### src/rtl/run_det_pkg.sv
// Shared types and defaults for the time-shared run detector.
package run_det_pkg;

    localparam int RUN_LEN_DEF = 3;
    localparam int CNT_W_DEF   = 8;

    typedef enum logic [1:0] {
        IDLE   = 2'd0,
        STREAM = 2'd1,
        REPORT = 2'd2
    } state_e;

    // Requester-index width; never narrower than one bit.
    function automatic int id_w(input int n);
        return (n > 1) ? $clog2(n) : 1;
    endfunction

endpackage

### src/rtl/run_det_core.sv
// Consecutive-ones detector: saturating run counter with a Mealy hit output.
module run_det_core
    import run_det_pkg::*;
#(
    parameter int RUN_LEN = RUN_LEN_DEF
) (
    input  logic clk,
    input  logic rst,
    input  logic clr,
    input  logic en,
    input  logic bit_i,
    output logic hit
);

    localparam int RW = (RUN_LEN > 1) ? $clog2(RUN_LEN) : 1;
    localparam logic [RW-1:0] RUN_MAX = RW'(RUN_LEN - 1);

    logic [RW-1:0] cnt_q;

    assign hit = en & bit_i & (cnt_q == RUN_MAX);

    // Count holds on cycles without a beat so stalls never break a run.
    always_ff @(posedge clk or posedge rst) begin
        if (rst) begin
            cnt_q <= '0;
        end else if (clr) begin
            cnt_q <= '0;
        end else if (en) begin
            if (!bit_i)
                cnt_q <= '0;
            else if (cnt_q != RUN_MAX)
                cnt_q <= cnt_q + RW'(1);
        end
    end

endmodule

### src/rtl/run_det_sched.sv
// Round-robin scheduler sharing one run detector among N_REQ serial requesters.
// Build option RUNDET_TIMEOUT_EN adds an idle-beat timeout that aborts a stalled packet.
module run_det_sched
    import run_det_pkg::*;
#(
    parameter int N_REQ       = 4,
    parameter int RUN_LEN     = RUN_LEN_DEF,
    parameter int CNT_W       = CNT_W_DEF,
    parameter int TIMEOUT_CYC = 16
) (
    input  logic                   clk,
    input  logic                   rst,
    input  logic [N_REQ-1:0]       req,
    input  logic [N_REQ-1:0]       s_valid,
    input  logic [N_REQ-1:0]       s_data,
    input  logic [N_REQ-1:0]       s_last,
    output logic [N_REQ-1:0]       s_ready,
    output logic [N_REQ-1:0]       grant,
    output logic                   busy,
    output logic                   done,
    output logic [id_w(N_REQ)-1:0] done_id,
    output logic [CNT_W-1:0]       match_cnt,
    output logic                   abort
);

    localparam int ID_W = id_w(N_REQ);

    if (N_REQ < 2 || N_REQ > 8 || RUN_LEN < 1 || RUN_LEN > 15 || CNT_W < 1 || TIMEOUT_CYC < 1)
    begin : g_param_chk
        $error("run_det_sched: parameter out of range");
    end

    state_e           state_q;
    logic [ID_W-1:0]  rr_q, rr_d, gidx_q;
    logic [N_REQ-1:0] grant_q;
    logic [CNT_W-1:0] cnt_q, cnt_d;
    logic             busy_q, done_q, abort_q;
    logic [ID_W-1:0]  done_id_q;
    logic [CNT_W-1:0] match_cnt_q;

    logic             beat, cur_bit, cur_last, hit, core_clr, tmo;
    logic             pick_vld, hi_vld;
    logic [ID_W-1:0]  pick_idx, hi_idx, lo_idx;

    function automatic logic [CNT_W-1:0] sat_inc(input logic [CNT_W-1:0] v, input logic inc);
        if (inc && (v != '1))
            return v + CNT_W'(1);
        return v;
    endfunction

    assign s_ready  = (state_q == STREAM) ? grant_q : '0;
    assign beat     = |(s_valid & s_ready);
    assign cur_bit  = s_data[gidx_q];
    assign cur_last = s_last[gidx_q];
    assign core_clr = (state_q == REPORT);
    assign cnt_d    = sat_inc(cnt_q, hit);
    assign rr_d     = (int'(gidx_q) == N_REQ - 1) ? '0 : gidx_q + ID_W'(1);

    run_det_core #(
        .RUN_LEN (RUN_LEN)
    ) u_core (
        .clk   (clk),
        .rst   (rst),
        .clr   (core_clr),
        .en    (beat),
        .bit_i (cur_bit),
        .hit   (hit)
    );

    // Lowest set request at or above the pointer wins, else the lowest overall (wrap).
    always_comb begin
        pick_vld = 1'b0;
        hi_vld   = 1'b0;
        lo_idx   = '0;
        hi_idx   = '0;
        for (int i = N_REQ - 1; i >= 0; i--) begin
            if (req[i]) begin
                pick_vld = 1'b1;
                lo_idx   = ID_W'(i);
                if (i >= int'(rr_q)) begin
                    hi_vld = 1'b1;
                    hi_idx = ID_W'(i);
                end
            end
        end
        pick_idx = hi_vld ? hi_idx : lo_idx;
    end

`ifdef RUNDET_TIMEOUT_EN
    localparam int TO_W = $clog2(TIMEOUT_CYC + 1);
    logic [TO_W-1:0] idle_q;

    assign tmo = (state_q == STREAM) && !beat && (idle_q == TO_W'(TIMEOUT_CYC - 1));

    always_ff @(posedge clk or posedge rst) begin
        if (rst)
            idle_q <= '0;
        else if (state_q != STREAM || beat)
            idle_q <= '0;
        else
            idle_q <= idle_q + TO_W'(1);
    end
`else
    assign tmo = 1'b0;
`endif

    always_ff @(posedge clk or posedge rst) begin
        if (rst) begin
            state_q     <= IDLE;
            rr_q        <= '0;
            gidx_q      <= '0;
            grant_q     <= '0;
            cnt_q       <= '0;
            busy_q      <= 1'b0;
            done_q      <= 1'b0;
            done_id_q   <= '0;
            match_cnt_q <= '0;
            abort_q     <= 1'b0;
        end else begin
            done_q <= 1'b0;
            case (state_q)
                IDLE: begin
                    if (pick_vld) begin
                        grant_q <= N_REQ'(1) << pick_idx;
                        gidx_q  <= pick_idx;
                        busy_q  <= 1'b1;
                        state_q <= STREAM;
                    end
                end
                STREAM: begin
                    if (beat)
                        cnt_q <= cnt_d;
                    if ((beat && cur_last) || tmo) begin
                        grant_q     <= '0;
                        done_q      <= 1'b1;
                        done_id_q   <= gidx_q;
                        match_cnt_q <= cnt_d;
                        abort_q     <= tmo;
                        state_q     <= REPORT;
                    end
                end
                REPORT: begin
                    cnt_q   <= '0;
                    rr_q    <= rr_d;
                    busy_q  <= 1'b0;
                    state_q <= IDLE;
                end
                default: state_q <= IDLE;
            endcase
        end
    end

    assign grant     = grant_q;
    assign busy      = busy_q;
    assign done      = done_q;
    assign done_id   = done_id_q;
    assign match_cnt = match_cnt_q;
    assign abort     = abort_q;

endmodule

### config.mk
export PLATFORM = sky130hd
export DESIGN_NAME = run_det_sched
export DESIGN_NICKNAME = d
export VERILOG_FILES = /design/src/rtl/run_det_pkg.sv /design/src/rtl/run_det_core.sv /design/src/rtl/run_det_sched.sv
export SDC_FILE = /design/constraint.sdc
export NUM_CORES = 1
export LEC_CHECK = 0
export ABC_AREA = 1
export CELL_PAD_IN_SITES_DETAIL_PLACEMENT = 1
export CELL_PAD_IN_SITES_GLOBAL_PLACEMENT = 1
export CORE_ASPECT_RATIO = 1.25
export CORE_MARGIN = 2
export CORE_UTILIZATION = 33
export DETAILED_ROUTE_END_ITERATION = 7
export PLACE_DENSITY = 0.74
export SLEW_MARGIN = 30
export SYNTH_ARGS = -nofsm -noshare
export SYNTH_HDL_FRONTEND = slang
export SYNTH_SLANG_ARGS = --single-unit
### constraint.sdc
create_clock -name clk -period 1.3 [get_ports clk]
set_input_delay 0.195 -clock clk [delete_from_list [all_inputs] [get_ports clk]]
set_output_delay 0.195 -clock clk [all_outputs]
set_load 0.02 [all_outputs]
==> summary.md <==
| Metric | Value |
|---|---|
| Adder-cell share of the synthesized area | `2.011%` |
| Diode count | `0` |
| Most common cell after layout, fill and taps aside | `nand2_1` |
| Slew Limit Fails | `0` |
| Synth Area in XOR/XNOR | `1.408%` |
| Commonest cells after routing, fill and taps aside | `nand2_1, buf_4, dfrtp_1` |
| Min Clock Period, post-route | `1.570 ns` |
| Clock transition at path regs | `0.07 ns` |
| Worst flop-to-flop path startpoint | `cnt_q[0]` |
| Drt total wl | `6.572 mm` |
| Syn Area/Cell | `7.408 um^2` |
| Power Density | `635.6 nW/um^2` |
| Mapped cell area | `1867 um^2` |
| Starting Density | `34.30%` |
| Global-route wire length before repair | `9.818 mm` |
| Drt pass-1 iters | `4` |
| Final ANT Viol Nets | `0` |
| Power share of the combinational group | `6.7%` |
| Maximum VDD drop | `0.4716 mV` |
| Simple-Gate Fraction of Synth Area | `36.86%` |
| DP Wirelength | `4.130 mm` |
| Worst EP arrival | `1.75 ns` |
| Synthesis-stage register bit count | `32` |
| Total CTS buffers | `5` |
| Vias per cell | `4.854` |
| Max_cap viols | `0` |
| Mux cell area share after synthesis | `0%` |
| Layout cells sized above 1 | `41.30%` |
| Internal power | `1.534 mW` |
| Area of placed instances | `2595 um^2` |
| Die footprint | `6278 um^2` |
| Ys Warns | `0` |
| LEAKAGE | `1.567 nW` |
| CP required | `1.48 ns` |
| Area Overhead vs Synth | `66.89%` |
| Row count | `30` |
| Initial DRC count | `62` |
| Cts hold-fix bufs | `0` |
| Sw Pwr | `0.4458 mW` |
| Grt total ovfl | `0` |
| Final period util | `120.8%` |
| IO Port Bufs | `37` |
| DR vias | `1956` |
| Core Region | `5443 um^2` |
| Largest family of logic cells by synthesized area | `simple AND/OR/NAND/NOR gates` |
| Filler instances | `643` |
| Setup TNS | `-5.006 ns` |
| Syn Nets | `273` |
| GR Util All Layers | `20.33%` |
| Flop2flop setup slack | `-0.27 ns` |
| Final nets | `360` |
| Clock skew | `0.006300 ns` |
| Yosys cell types | `30` |
| H-tree depth | `2` |
| Sequential share of power | `50.3%` |
| CP max FO | `3` |
| Clock share of power | `43.0%` |
| Fin. Hold Viols | `0` |
| Critical Path Source | `cnt_q[0]` |
| Root Buffer | `clkbuf_8` |
| Crit path kind | `reg -> reg` |
| CP Capture Type | `flop` |
| GPL Wtd Cong | `0.7716` |
| Net Sw Frac | `22.51%` |
| Final Cell Area | `3115 um^2` |
| Clock Sink Count | `32` |
| Seq/Total Area, Yosys | `42.90%` |
| Initial antenna violation count | `0` |
| PnR worst setup slack | `-0.2699 ns` |
| Reg area | `802.0 um^2` |
| Synth Instances | `252` |
| Clock latency at the later pin of the worst-skew pair | `0.29 ns` |
| Final setup violation count | `31` |
| Vias in the first global route | `2086` |
| Area fraction in compound gates after synthesis | `6.769%` |
| Die height | `88.09 um` |
| Ports | `39` |
| DRC | `0` |
| Critical Path Source Type | `flop` |
| Die extent in x | `71.27 um` |
| CTS tree | `done` |
| Fmax | `0.6370 GHz` |
| Worst min path class | `in -> async` |
| WL/cell | `16.31 um` |
| Status | `finished with violations` |
| CTS Buffer Depth | `2` |
| RSZ-0062 raised after global routing | `yes` |
| Failing checks | `negative setup slack` |
| Largest net degree at the start of global routing | `33` |
| Area of the multi-input gates | `1189 um^2` |
-- flip-flops by register name (all words and copies together), names as in the netlist --
name          flops
cnt_q             8
match_cnt         8
grant             4
done_id           2
gidx_q            2
rr_q              2
state_q           2
u_core.cnt_q      2
busy              1
done              1
-- routing by layer --
metal  track usage [%]  routed length [um]  part of all wire (%)  vias up
li1                  -                   -                     -      954
met3             4.028                 161                   2.4       15
met4             5.489                 186                   2.8        0
met1             21.70                2419                    37      959
met2             40.07                3806                    58       28
met5                 0                   0                     0        -
-- layout make-up --
class | count | share of cell area [%]
multi-input cells | 179 | 38.15
flip-flops and latches | 32 | 25.74
repair buffers | 84 | 24.98
inverters | 36 | 5.181
clock buffers | 7 | 3.092
well taps | 64 | 2.570
repair inverters | 1 | 0.2811
-- per-stage QoR --
step	hold slack (ns)	total power, mW	cells	util [%]	setup slack (ns)
finish	0.2641	1.980	403	57.24	-0.2699
detailed placement	0.4698	1.142	386	47.68	-0.3281
global placement	0.4620	1.140	386	47.68	-0.2617
floorplan	0.3112	1.064	252	-	-0.1052
global route	0.2964	2.033	403	57.24	-0.3607
CTS	0.2786	1.978	397	52.99	-0.1929
-- cell families (layout without fill, tap and decap cells) --
| logic type | count (synthesis) | in the layout |
|---|---|---|
| flops | 32 | 32 |
| other cells | 1 | 1 |
| simple gates | 148 | 148 |
| compound gates | 24 | 24 |
| buf+inv | 41 | 128 |
| xor+xnor | 3 | 3 |
| fa+ha+maj | 3 | 3 |
-- power groups by stage --
stage / combinational (mW) / clock [mW] / sequential, mW
floorplan: 0.0496 / 0 / 1.01
global placement: 0.126 / 0 / 1.01
detailed placement: 0.128 / 0 / 1.01
CTS: 0.131 / 0.851 / 0.995
global route: 0.147 / 0.891 / 0.995
finish: 0.134 / 0.851 / 0.995
-- path summary, 6_finish.rpt --
| path | endpoint | cells past startpoint |
|---|---|---|
| hold reg to reg | match_cnt[5] | 2 |
| min in group clk | match_cnt[5] | 2 |
| setup / recovery | match_cnt[1] | 10 |
| max in group asynchronous | gidx_q[0] | 3 |
| hold / removal | done | 3 |
| setup reg to reg | match_cnt[1] | 10 |
-- critical path, cell delays in order (launching register included) --
cell,delay [ns]
dfrtp_1,0.40
ha_2,0.19
inv_1,0.05
nor2_1,0.04
nand2_1,0.08
nand2_2,0.09
nor2_8,0.18
buf_6,0.14
nand3b_1,0.12
nand3_1,0.12
nand2_1,0.07
-- cells in the mapped netlist --
master / instances / share of area, %
buf_12: 1 / 1.1
conb_1: 1 / 0.20
nand2_4: 2 / 1.2
o21ai_2: 1 / 0.47
inv_2: 4 / 0.80
nor2_8: 1 / 1.1
a21oi_1: 10 / 2.7
nand3_1: 20 / 5.4
o21ai_0: 8 / 2.1
nand4_1: 4 / 1.3
buf_6: 1 / 0.60
nand3_2: 2 / 1.1
nand2_8: 1 / 1.1
o21ai_1: 4 / 1.1
xor2_1: 3 / 1.4
ha_1: 3 / 2.0
nand2_1: 84 / 17
nor2_2: 1 / 0.34
buf_2: 1 / 0.27
nand3b_1: 1 / 0.40
dfrtp_1: 32 / 43
nor3_1: 1 / 0.27
inv_1: 31 / 6.2
clkinv_2: 1 / 0.27
nor2_1: 19 / 3.8
clkbuf_1: 1 / 0.20
nand2_2: 11 / 3.7
o31ai_1: 1 / 0.40
or2_1: 1 / 0.34
buf_4: 1 / 0.40
-- what timing repair did --
item                       CTS  global route
pin swaps                   19            20
buffers inserted             3             6
gates cloned                 1             0
setup endpoints to repair   48            38
resized for setup           93            59
Power figures use the tool's default switching activity.
